File: src/rtl/wb_ctrl.sv
// Writeback controller: buffers ALU results in a small FIFO, arbitrates them against
// load results for the single register-file write port, and tracks pending writes.
module wb_ctrl #(
    parameter int ALU_Q_DEPTH = 2
) (
    input  logic        clk,
    input  logic        rst_n,
    input  logic        issue_valid,
    input  logic [4:0]  issue_rd,
    input  logic        alu_valid,
    input  logic [4:0]  alu_rd,
    input  logic [31:0] alu_data,
    output logic        alu_ready,
    input  logic        mem_valid,
    input  logic [4:0]  mem_rd,
    input  logic [31:0] mem_data,
    output logic        mem_ready,
    output logic        wb_en,
    output logic [4:0]  wb_rd,
    output logic [31:0] wb_data,
    input  logic [4:0]  rs1,
    input  logic [4:0]  rs2,
    output logic        rs1_busy,
    output logic        rs2_busy,
    output logic [2:0]  q_count
);

    // Depth is a power of two (2 or 4), so pointers wrap by natural overflow.
    localparam int          PW        = $clog2(ALU_Q_DEPTH);
    localparam logic [2:0]  DEPTH_C   = 3'(ALU_Q_DEPTH);
    localparam logic [PW-1:0] PTR_ONE = PW'(1);

    logic [4:0]    r_q_rd   [ALU_Q_DEPTH];
    logic [31:0]   r_q_data [ALU_Q_DEPTH];
    logic [PW-1:0] r_wr_ptr;
    logic [PW-1:0] r_rd_ptr;
    logic [2:0]    r_count;
    logic [31:0]   r_busy;
    logic          r_wb_en;
    logic [4:0]    r_wb_rd;
    logic [31:0]   r_wb_data;

    logic          w_full;
    logic          w_empty;
    logic          w_push;
    logic          w_pop;
    logic          w_mem_sel;
    logic          w_commit;
    logic [4:0]    w_c_rd;
    logic [31:0]   w_c_data;
    logic [31:0]   w_set;
    logic [31:0]   w_clr;
    logic [31:0]   w_busy_nxt;

    assign w_full    = (r_count == DEPTH_C);
    assign w_empty   = (r_count == 3'd0);
    assign alu_ready = !w_full;
    assign w_push    = alu_valid && !w_full;

    // Loads win unless the queue is full; a full queue drains its head first so ALU never deadlocks.
    assign w_mem_sel = mem_valid && !w_full;
    assign w_pop     = !w_empty && (w_full || !mem_valid);
    assign w_commit  = w_mem_sel || w_pop;
    assign mem_ready = !(w_full && mem_valid);

    always_comb begin
        w_c_rd   = r_q_rd[r_rd_ptr];
        w_c_data = r_q_data[r_rd_ptr];
        if (w_mem_sel) begin
            w_c_rd   = mem_rd;
            w_c_data = mem_data;
        end
    end

    always_comb begin
        w_set = 32'd0;
        w_clr = 32'd0;
        if (issue_valid) w_set = 32'd1 << issue_rd;
        if (w_commit)    w_clr = 32'd1 << w_c_rd;
        w_busy_nxt = ((r_busy & ~w_clr) | w_set) & ~32'd1;
    end

    always_ff @(posedge clk) begin
        if (w_push) begin
            r_q_rd[r_wr_ptr]   <= alu_rd;
            r_q_data[r_wr_ptr] <= alu_data;
        end
    end

    always_ff @(posedge clk or negedge rst_n) begin
        if (!rst_n) begin
            r_wr_ptr  <= '0;
            r_rd_ptr  <= '0;
            r_count   <= 3'd0;
            r_busy    <= 32'd0;
            r_wb_en   <= 1'b0;
            r_wb_rd   <= 5'd0;
            r_wb_data <= 32'd0;
        end else begin
            if (w_push) r_wr_ptr <= r_wr_ptr + PTR_ONE;
            if (w_pop)  r_rd_ptr <= r_rd_ptr + PTR_ONE;
            if (w_push && !w_pop)      r_count <= r_count + 3'd1;
            else if (!w_push && w_pop) r_count <= r_count - 3'd1;
            r_busy  <= w_busy_nxt;
            r_wb_en <= w_commit && (w_c_rd != 5'd0);
            if (w_commit) begin
                r_wb_rd   <= w_c_rd;
                r_wb_data <= w_c_data;
            end
        end
    end

    assign wb_en    = r_wb_en;
    assign wb_rd    = r_wb_rd;
    assign wb_data  = r_wb_data;
    assign q_count  = r_count;
    assign rs1_busy = r_busy[rs1];
    assign rs2_busy = r_busy[rs2];

endmodule

File: config.mk
export PLATFORM = sky130hd
export DESIGN_NAME = wb_ctrl
export DESIGN_NICKNAME = d
export VERILOG_FILES = /design/src/rtl/wb_ctrl.sv
export SDC_FILE = /design/constraint.sdc
export NUM_CORES = 1
export LEC_CHECK = 0
export BUFFER_PORTS_ARGS = -buffer_cell sky130_fd_sc_hd__clkbuf_2
export CAP_MARGIN = 20
export CORE_ASPECT_RATIO = 1.4
export CORE_UTILIZATION = 59
export DETAILED_ROUTE_END_ITERATION = 16
export PLACE_DENSITY_LB_ADDON = 0.25
export SLEW_MARGIN = 20
export SYNTH_ARGS = -nofsm -noshare
export SYNTH_HDL_FRONTEND = slang
export SYNTH_SLANG_ARGS = --single-unit
File: constraint.sdc
create_clock -name clk -period 8.5 [get_ports clk]
set_clock_uncertainty 0.15 [all_clocks]
set_input_delay 1.275 -clock clk [delete_from_list [all_inputs] [get_ports clk]]
set_output_delay 1.275 -clock clk [all_outputs]
set_load 0.01 [all_outputs]
# After elaboration in Yosys (flattened, before gate mapping)
# Memories as Yosys holds them, arrays and structs flattened.
# Index checks and enable logic that the tools add are counted.
[classes]
mul = 0
n_shift = 2
eq_ne = 1
div = 0
n_addsub = 4
n_mux = 12
n_lt_le_gt_ge = 2
bitwise = 3
reduce_logical = 18
[ops]
columns = ["operator", "count"]
rows = [
  ["$mux 32", 3],
  ["$shl 1x5->32 const A", 2],
  ["$and 32x32->32", 1],
  ["$not 32->32", 1],
  ["$or 32x32->32", 1],
  ["$lt 5x6->1 const B", 2],
  ["$bmux 1 s5", 2],
  ["$logic_and 1x1->1", 7],
  ["$logic_not 1->1", 6],
  ["$mux 3", 2],
  ["$mux 5", 1],
  ["$reduce_bool 5->1", 1],
  ["$mux 1", 4],
  ["$add 3x1->3 const B", 1],
  ["$eq 3x2->1 const B", 1],
  ["$logic_not 3->1", 1],
  ["$sub 3x1->3 const B", 1],
  ["$add 1x1->1 const B", 2],
  ["$logic_or 1x1->1", 2],
  ["$reduce_bool 2->1", 1],
]
[totals]
elab_cells = 51
latch_bits = 0
ramBits = 74
out_inout_bits = 45
romBits = 0
regBits = 74
input_bits = 94
mem_count = 2
[memory_table]
columns = ["memory", "depth", "word_bits", "rd", "rd_clocked_by_memory_dff", "wr", "line_no", "rtl"]
rows = [
  ["r_q_data", 2, 32, 1, 0, 1, "34", "logic [31:0] r_q_data [ALU_Q_DEPTH];"],
  ["r_q_rd", 2, 5, 1, 0, 1, "33", "logic [4:0] r_q_rd [ALU_Q_DEPTH];"],
]

# Logic depth before layout (Yosys ltp)
# Gate-level depths: netlist of run 1.
[depth]
depth_word = 9
ltp_mapped = 11
mapped_depth_nobuf = 9

# Worst setup path before layout of run 1
# No wires, ideal clock.
[synth_timing]
path_kind = "input port to output port"
startpoint = "input port rs1[0]"
endpoint = "output port rs1_busy"
cell_stages = 4
slack_ns = 4.577
t_arrival_ns = 2.498
required_time_ns = 7.075
n_path_buf = 1
path_cell_list = "buf_2 -> mux4_2 -> a2111oi_0 -> nor3_1"
[synth_via]
elab_chain_len = 2
[synth_rtl]
columns = ["item", "line_no", "rtl"]
rows = [
  ["start, declared", "21", "input logic [4:0] rs1,"],
  ["$bmux 1 s5", "117", "assign rs1_busy = r_busy[rs1];"],
  ["$mux 1 (implied by the code)", "117", ""],
  ["end, declared", "23", "output logic rs1_busy,"],
]
# Every way passes these cells. The select of a mux whose other input is x is not followed.

# Final worst setup path of run 1
[layout_timing]
startpoint = "input port rs2[0]"
endpoint = "output port rs2_busy"
[layout_via]
elab_chain_len = 2
[layout_rtl]
columns = ["item", "line_no", "rtl"]
rows = [
  ["start, declared", "22", "input logic [4:0] rs2,"],
  ["$bmux 1 s5", "118", "assign rs2_busy = r_busy[rs2];"],
  ["$mux 1 (implied by the code)", "118", ""],
  ["end, declared", "24", "output logic rs2_busy,"],
]
# Every way passes these cells. The select of a mux whose other input is x is not followed.

==> results of run 1 <==
==> cells by family (layout without fill, tap and decap cells) <==
kind of cell    count (synthesis)  after routing  share of synthesized area
simple gates                  185            185                      0.125
flops                         148            148                      0.591
compound gates                144            144                      0.133
mux                            60             60                      0.113
buf+inv                        43            183                     0.0268
xor+xnor                        5              5                    0.00635
fa+ha+maj                       2              2                    0.00472
==> power breakdown <==
group          switching [uW]  internal, uW  total (uW)  leakage [uW]
clock network             307           411         718      0.000269
registers                 180          1030        1210       0.00160
logic                     513           369         882       0.00164
==> flip-flops by register name (all words and copies together), names as in the netlist <==
| name | cells |
|---|---|
| wb_rd | 5 |
| r_rd_ptr | 1 |
| wb_data | 32 |
| r_wr_ptr | 1 |
| q_count | 3 |
| wb_en | 1 |
| r_busy | 31 |
| r_q_data | 64 |
| r_q_rd | 10 |
==> stage by stage <==
step | cells | setup slack (ns) | cell area (sq um) | hold slack, ns | total power (uW)
5_1_grt | 871 | 4.21 | 8250 | 0.355 | 2960
2_1_floorplan | 587 | 4.58 | 6900 | 0.311 | 1760
3_5_place_dp | 839 | 4.35 | 7680 | 0.309 | 2090
4_1_cts | 871 | 4.35 | 8250 | 0.322 | 2820
6_report | 871 | 4.35 | 8250 | 0.326 | 2810
3_3_place_gp | 839 | 4.41 | 7680 | 0.307 | 2050
==> cell type report <==
class                      count  area (sq um)
clock buffer                  18           429
clock inverter                14           140
fill                         797          3090
inverter                       9          33.8
multi-input combinational    396          2670
sequential                   148          4080
tap                          144           180
timing repair buffer         142           723
==> worst min path at each step <==
stage	startpoint	to	cells after the start
6_report	wb_rd[0]$_DFFE_PN0P_	wb_rd[0]$_DFFE_PN0P_	2
3_5_place_dp	wb_rd[0]$_DFFE_PN0P_	wb_rd[0]$_DFFE_PN0P_	2
2_1_floorplan	r_wr_ptr$_DFFE_PN0N_	r_wr_ptr$_DFFE_PN0N_	1
4_1_cts	wb_rd[0]$_DFFE_PN0P_	wb_rd[0]$_DFFE_PN0P_	2
3_3_place_gp	wb_rd[0]$_DFFE_PN0P_	wb_rd[0]$_DFFE_PN0P_	2
5_1_grt	wb_rd[0]$_DFFE_PN0P_	wb_rd[0]$_DFFE_PN0P_	2
==> layer usage <==
layer	share of wire	wire length, um
met5	0	0
met4	0.047	773
met3	0.054	880
met2	0.53	8770
met1	0.36	5970
==> placed cells by master, fill, tap and decap left out, drive strengths merged, types with 6 or more instances in the layout <==
cell type / count
a21oi: 23
a22oi: 19
and3: 6
clkbuf: 155
dfrtp: 74
edfxtp: 74
inv: 16
mux2i: 41
mux4: 14
nand2: 90
nand2b: 8
nand3: 6
nand3b: 7
nor2: 36
nor2b: 7
nor3b: 10
o21ai: 56
o31ai: 12
==> critical path: cells and delay by family <==
family | cells | cell delay (ns)
AOI/OAI and AO/OA | 1 | 0.16
muxes | 1 | 0.55
buffers and inverters | 2 | 0.38
and+or+nand+nor | 3 | 0.35
==> summary.md, run 1 <==
| Metric | Value |
|---|---|
| Least-Margin Pin Slew | `1.07 ns` |
| Diode count | `0` |
| Tcrit/Tclk final | `0.488` |
| GRT busiest layer | `met2` |
| Clock sink total | `148` |
| Via density | `6.03` |
| Worst Setup EP | `rs2_busy` |
| Area Growth Syn to Fin | `19.6%` |
| Worst Hold Class | `register to register` |
| Die height | `130 um` |
| PostCTS Resize Cnt | `0` |
| Final Hold Vio Count | `0` |
| CTS tree | `done` |
| Syn Inst Count | `587` |
| Clk_lat worst skew | `0.41 ns` |
| Synth Area per Inst | `11.8 sq um` |
| Max Clock Freq | `241 MHz` |
| CP peak stage delay | `0.55 ns` |
| Asr flop ratio synth | `0.500` |
| Startpoint types | `input pin` |
| Remaining antenna violation count after routing | `0` |
| Via count | `5252` |
| Status | `finished, final reports clean` |
| CP most frequent cell | `clkbuf_2` |
| Fin util | `0.727` |
| Leak Pwr | `0.00350 uW` |
| Crit path required time | `7.07 ns` |
| Initial DRT Pass Iterations | `5` |
| Number of synthesized flops with an enable pin | `74` |
| Crit Path Category | `input pin to output pin` |
| Met1 usage in global routing | `0.304` |
| Overflow after GRT | `0` |
| Slew Limit Fails | `0` |
| R2r setup slk | `5.64 ns` |
| CTS buffer count | `17` |
| Met2 usage in global routing | `0.509` |
| Top-count cell post-synth | `nand2_1` |
| Die width | `93.4 um` |
| Initial Util | `0.608` |
| Post-synthesis sequential area ratio | `0.591` |
| Unrepaired setup endpoints after global routing | `false` |
| Initial antenna violation count | `0` |
| Slew margin rel. | `0.288` |
| GR Util met3 | `0.0618` |
| Number of distinct library cells after synthesis | `54` |
| Vias in the first global route | `5340` |
| Layout cells sized above 1 | `0.281` |
| DIE AREA | `12100 sq um` |
| Post-synth top area cell | `edfxtp_1` |
| Yosys top cell area share | `0.322` |
| Crit path from | `rs2[0]` |
| Final setup violation count | `0` |
| Post-CTS Setup Bufs | `0` |
| PortBufs | `138` |
| Worst-path fanout max | `8` |
| Hold buffer count at cts | `0` |
| Gpl congestion | `0.991` |
| R2r endpoint | `q_count[1]$_DFFE_PN0P_` |
| Core Box Area | `11300 sq um` |
| CP Cell Sequence | `clkbuf_2 > mux4_2 > nor3b_1 > nor2_1 > o21ai_0 > nor3_1 > clkbuf_2` |
| Slowest CP cell | `mux4_2` |
| Rows | `46` |
| Final min period | `4.15 ns` |
| Post-route setup TNS | `0 ns` |
| CP endpoint kind | `output pin` |
| Cell Area, Synth | `6900 sq um` |
| Top cells by area, synth | `edfxtp_1 32%, dfrtp_1 27%, mux2i_1 5.9%, nand2_1 4.8%, mux4_2 4.6%` |
| I/O pin cnt | `139` |
| WL final | `16400 um` |
| Clock Tree Buf Depth | `2` |
| DRC Markers | `0` |
| Hpwl dp | `11500 um` |
| PD cells | `340 nW/um^2` |
| Per-cell routed wire length | `18.8 um` |
| Final net count | `810` |
| Peak VDD IR | `204 uV` |
| FF+latch count, synth | `148` |
| Max Cap Viol | `0` |
| RR Startpoint | `q_count[0]$_DFFE_PN0P_` |
| Syn Nets | `683` |
| R2R depth | `7` |
| Worst EP arrival | `2.72 ns` |
| Root buffer cell | `clkbuf_16` |
| Dominant synthesized flop cell | `edfxtp_1` |
| Initial DRC count | `268` |
| First-pass GRT wire length | `25800 um` |
| Total GRT Usage | `0.284` |
| # H-tree levels | `4` |
| Synth warn | `0` |
| Clock slew at reported path FFs | `0.06 ns` |
| Largest net degree at the start of global routing | `75` |
| Synth top cells by count | `89 x nand2_1, 74 x dfrtp_1, 74 x edfxtp_1, 55 x o21ai_0, 41 x mux2i_1` |
Power figures use the tool's default switching activity.
==> run 2: changes to the inputs <==
--- a/config.mk
+++ b/config.mk
@@ -8,7 +8,7 @@
 export BUFFER_PORTS_ARGS = -buffer_cell sky130_fd_sc_hd__clkbuf_2
 export CAP_MARGIN = 20
 export CORE_ASPECT_RATIO = 1.4
-export CORE_UTILIZATION = 59
+export CORE_UTILIZATION = 50
 export DETAILED_ROUTE_END_ITERATION = 16
 export PLACE_DENSITY_LB_ADDON = 0.25
 export SLEW_MARGIN = 20
==> constraint.sdc (replaced) <==
create_clock -name clk -period 3.62 [get_ports clk]
set_clock_uncertainty 0.15 [all_clocks]
set_input_delay 0.543 -clock clk [delete_from_list [all_inputs] [get_ports clk]]
set_output_delay 0.543 -clock clk [all_outputs]
set_load 0.01 [all_outputs]
==> summary.md, run 2 (synthesis results as in run 1) <==
| Metric | Value |
|---|---|
| Status | `finished, final reports clean` |
| CTS buffer count | `17 (unchanged)` |
| Initial Util | `0.515 (-0.0931)` |
| PD cells | `791 nW/um^2 (+130%)` |
| RR Startpoint | `q_count[1]$_DFFE_PN0P_` |
| Worst hold slack | `0.104 ns (-0.222 ns)` |
| CP endpoint kind | `output pin` |
| Die width | `101 um (+8.4%)` |
| # H-tree levels | `4 (unchanged)` |
| CP most frequent cell | `clkbuf_2` |
| Via density | `5.70 (-5.5%)` |
| Least-Margin Pin Slew | `0.971 ns (-0.0947 ns)` |
| Crit Path Category | `input pin to output pin` |
| Unrepaired setup endpoints after global routing | `false` |
| Slowest CP cell | `mux4_2` |
| Startpoint types | `input pin` |
| Worst-path fanout max | `8 (unchanged)` |
| Worst Hold Class | `input pin to async pin` |
| Diode count | `0 (unchanged)` |
| Fin util | `0.622 (-0.105)` |
| Peak VDD IR | `461 uV (+130%)` |
| Hold buffer count at cts | `0 (unchanged)` |
| Layout cells sized above 1 | `0.284 (+0.00296)` |
| R2R depth | `7 (unchanged)` |
| Slew margin rel. | `0.353 (+0.0648)` |
| R2r endpoint | `q_count[1]$_DFFE_PN0P_` |
| Max Clock Freq | `369 MHz` |
| Final setup violation count | `0 (unchanged)` |
| First-pass GRT wire length | `25900 um (about the same)` |
| PortBufs | `138 (unchanged)` |
| Clock Tree Buf Depth | `2 (unchanged)` |
| CTS tree | `done` |
| Final min period | `2.71 ns` |
| Met1 Routed Length | `6160 um (+3.2%)` |
| Clk_lat worst skew | `0.42 ns (about the same)` |
| I/O pin cnt | `139 (unchanged)` |
| Per-cell routed wire length | `17.8 um (-5.3%)` |
| Rows | `50 (+8.7%)` |
| Initial DRT Pass Iterations | `5 (unchanged)` |
| Remaining antenna violation count after routing | `0 (unchanged)` |
| Post-Place Setup Slack | `0.861 ns (-3.49 ns)` |
| Area Growth Syn to Fin | `20.8%` |
| Crit path required time | `2.93 ns (-4.14 ns)` |
| Max Cap Viol | `0 (unchanged)` |
| Worst EP arrival | `2.01 ns (-0.71 ns)` |
| Leak Pwr | `0.00353 uW (+0.83%)` |
| DIE AREA | `14300 sq um (+18%)` |
| Final Hold Vio Count | `0 (unchanged)` |
| Post-CTS Setup Bufs | `0 (unchanged)` |
| CP Cell Sequence | `clkbuf_2 > mux4_2 > nor3b_1 > nor2_1 > o21ai_0 > nor3_1 > clkbuf_2` |
| Commonest cells after routing, fill and taps aside | `137 x clkbuf_2, 89 x nand2_1, 74 x edfxtp_1, 73 x dfrtp_1, 55 x o21ai_0` |
| R2r setup slk | `0.92 ns (-4.72 ns)` |
| Final net count | `813 (+0.37%)` |
| Clock sink total | `148 (unchanged)` |
| WL final | `16200 um (-0.88%)` |
| Worst Setup EP | `rs1_busy` |
| Max reg flops | `64 (unchanged)` |
| DRC Markers | `0 (unchanged)` |
| Post-route setup TNS | `0 ns (unchanged)` |
| Top layer reached by signal wires | `met4` |
| PostCTS Resize Cnt | `0 (unchanged)` |
| Placed Instances | `880 (+4.9%)` |
| Largest net degree at the start of global routing | `75 (unchanged)` |
| Core Box Area | `13400 sq um (+18%)` |
| Gpl congestion | `0.936 (-5.5%)` |
| Hpwl dp | `11800 um (+2.6%)` |
| Most common cell after layout, fill and taps aside | `clkbuf_2` |
| Vias in the first global route | `5342 (+0.037%)` |
| Root buffer cell | `clkbuf_16` |
| Setup WS post-layout | `0.912 ns (-3.44 ns)` |
| Via count | `5199 (-1.0%)` |
| Total GRT Usage | `0.240 (-0.0433)` |
| DR WL met3 | `875 um (-0.57%)` |
| Initial DRC count | `245 (-8.6%)` |
| CP peak stage delay | `0.54 ns (about the same)` |
| Clock slew at reported path FFs | `0.07 ns (about the same)` |
| Largest register by flop count | `r_q_data` |
| Initial antenna violation count | `0 (unchanged)` |
| Fin cells | `912 (+4.7%)` |
| Crit path from | `rs1[0]` |
| Tcrit/Tclk final | `0.748` |
| Slew Limit Fails | `0 (unchanged)` |
| Wire length on met2 | `8610 um (-1.8%)` |
| Die height | `141 um (+8.5%)` |
| Overflow after GRT | `0 (unchanged)` |
run 2: cell count changes in the layout (fill, tap and decap cells not counted), sizes merged:
cell / delta
clkinvlp: -3
buf: +3
clkinv: +2
bufinv: -1
inv: +2
run 2: routing by layer:
metal  vias to the layer above  track usage
met5                         -            0
met4                         0        0.130
met3                        45       0.0595
met2                       174        0.423
met1                      2535        0.262
li1                       2445            -
run 2: layout make-up:
| cell class | instances | area (sq um) |
|---|---|---|
| Inverter | 9 | 33.8 |
| Clock buffer | 18 | 429 |
| Sequential cell | 148 | 4080 |
| Fill cell | 1122 | 5060 |
| Clock inverter | 14 | 154 |
| Tap cell | 182 | 228 |
| Timing Repair Buffer | 145 | 746 |
| Multi-Input combinational cell | 396 | 2670 |
run 2: per-stage QoR:
stage               instance area, sq um  power, uW
floorplan                           6900       4130
global placement                    7750       4840
detailed placement                  7750       4930
CTS                                 8330       6640
global route                        8330       6970
finish                              8330       6590
run 2: worst min path at each step:
stage,startpoint,end,slack (ns)
4_1_cts,alu_data[17],r_q_data[0][17]$_DFFE_PP_,0.14
2_1_floorplan,rst_n,q_count[0]$_DFFE_PN0P_,0.1
3_5_place_dp,wb_data[8]$_DFFE_PN0P_,wb_data[8]$_DFFE_PN0P_,0.32
5_1_grt,alu_data[9],r_q_data[1][9]$_DFFE_PP_,0.14
3_3_place_gp,wb_rd[0]$_DFFE_PN0P_,wb_rd[0]$_DFFE_PN0P_,0.31
6_report,rst_n,r_busy[8]$_DFF_PN0_,0.10
run 2: worst max-delay path: cells and delay by family:
| family | cells | cell delay (ns) |
|---|---|---|
| multiplexers | 1 | 0.54 |
| AND/OR/NAND/NOR | 3 | 0.33 |
| AO/OA/AOI/OAI | 1 | 0.21 |
| buffers and inverters | 2 | 0.38 |
run 2: where the power goes:
part	switching [uW]	internal [uW]	leakage, uW
Sequential	419	2400	0.00160
Clock	783	925	0.000283
Combinational	1180	879	0.00165
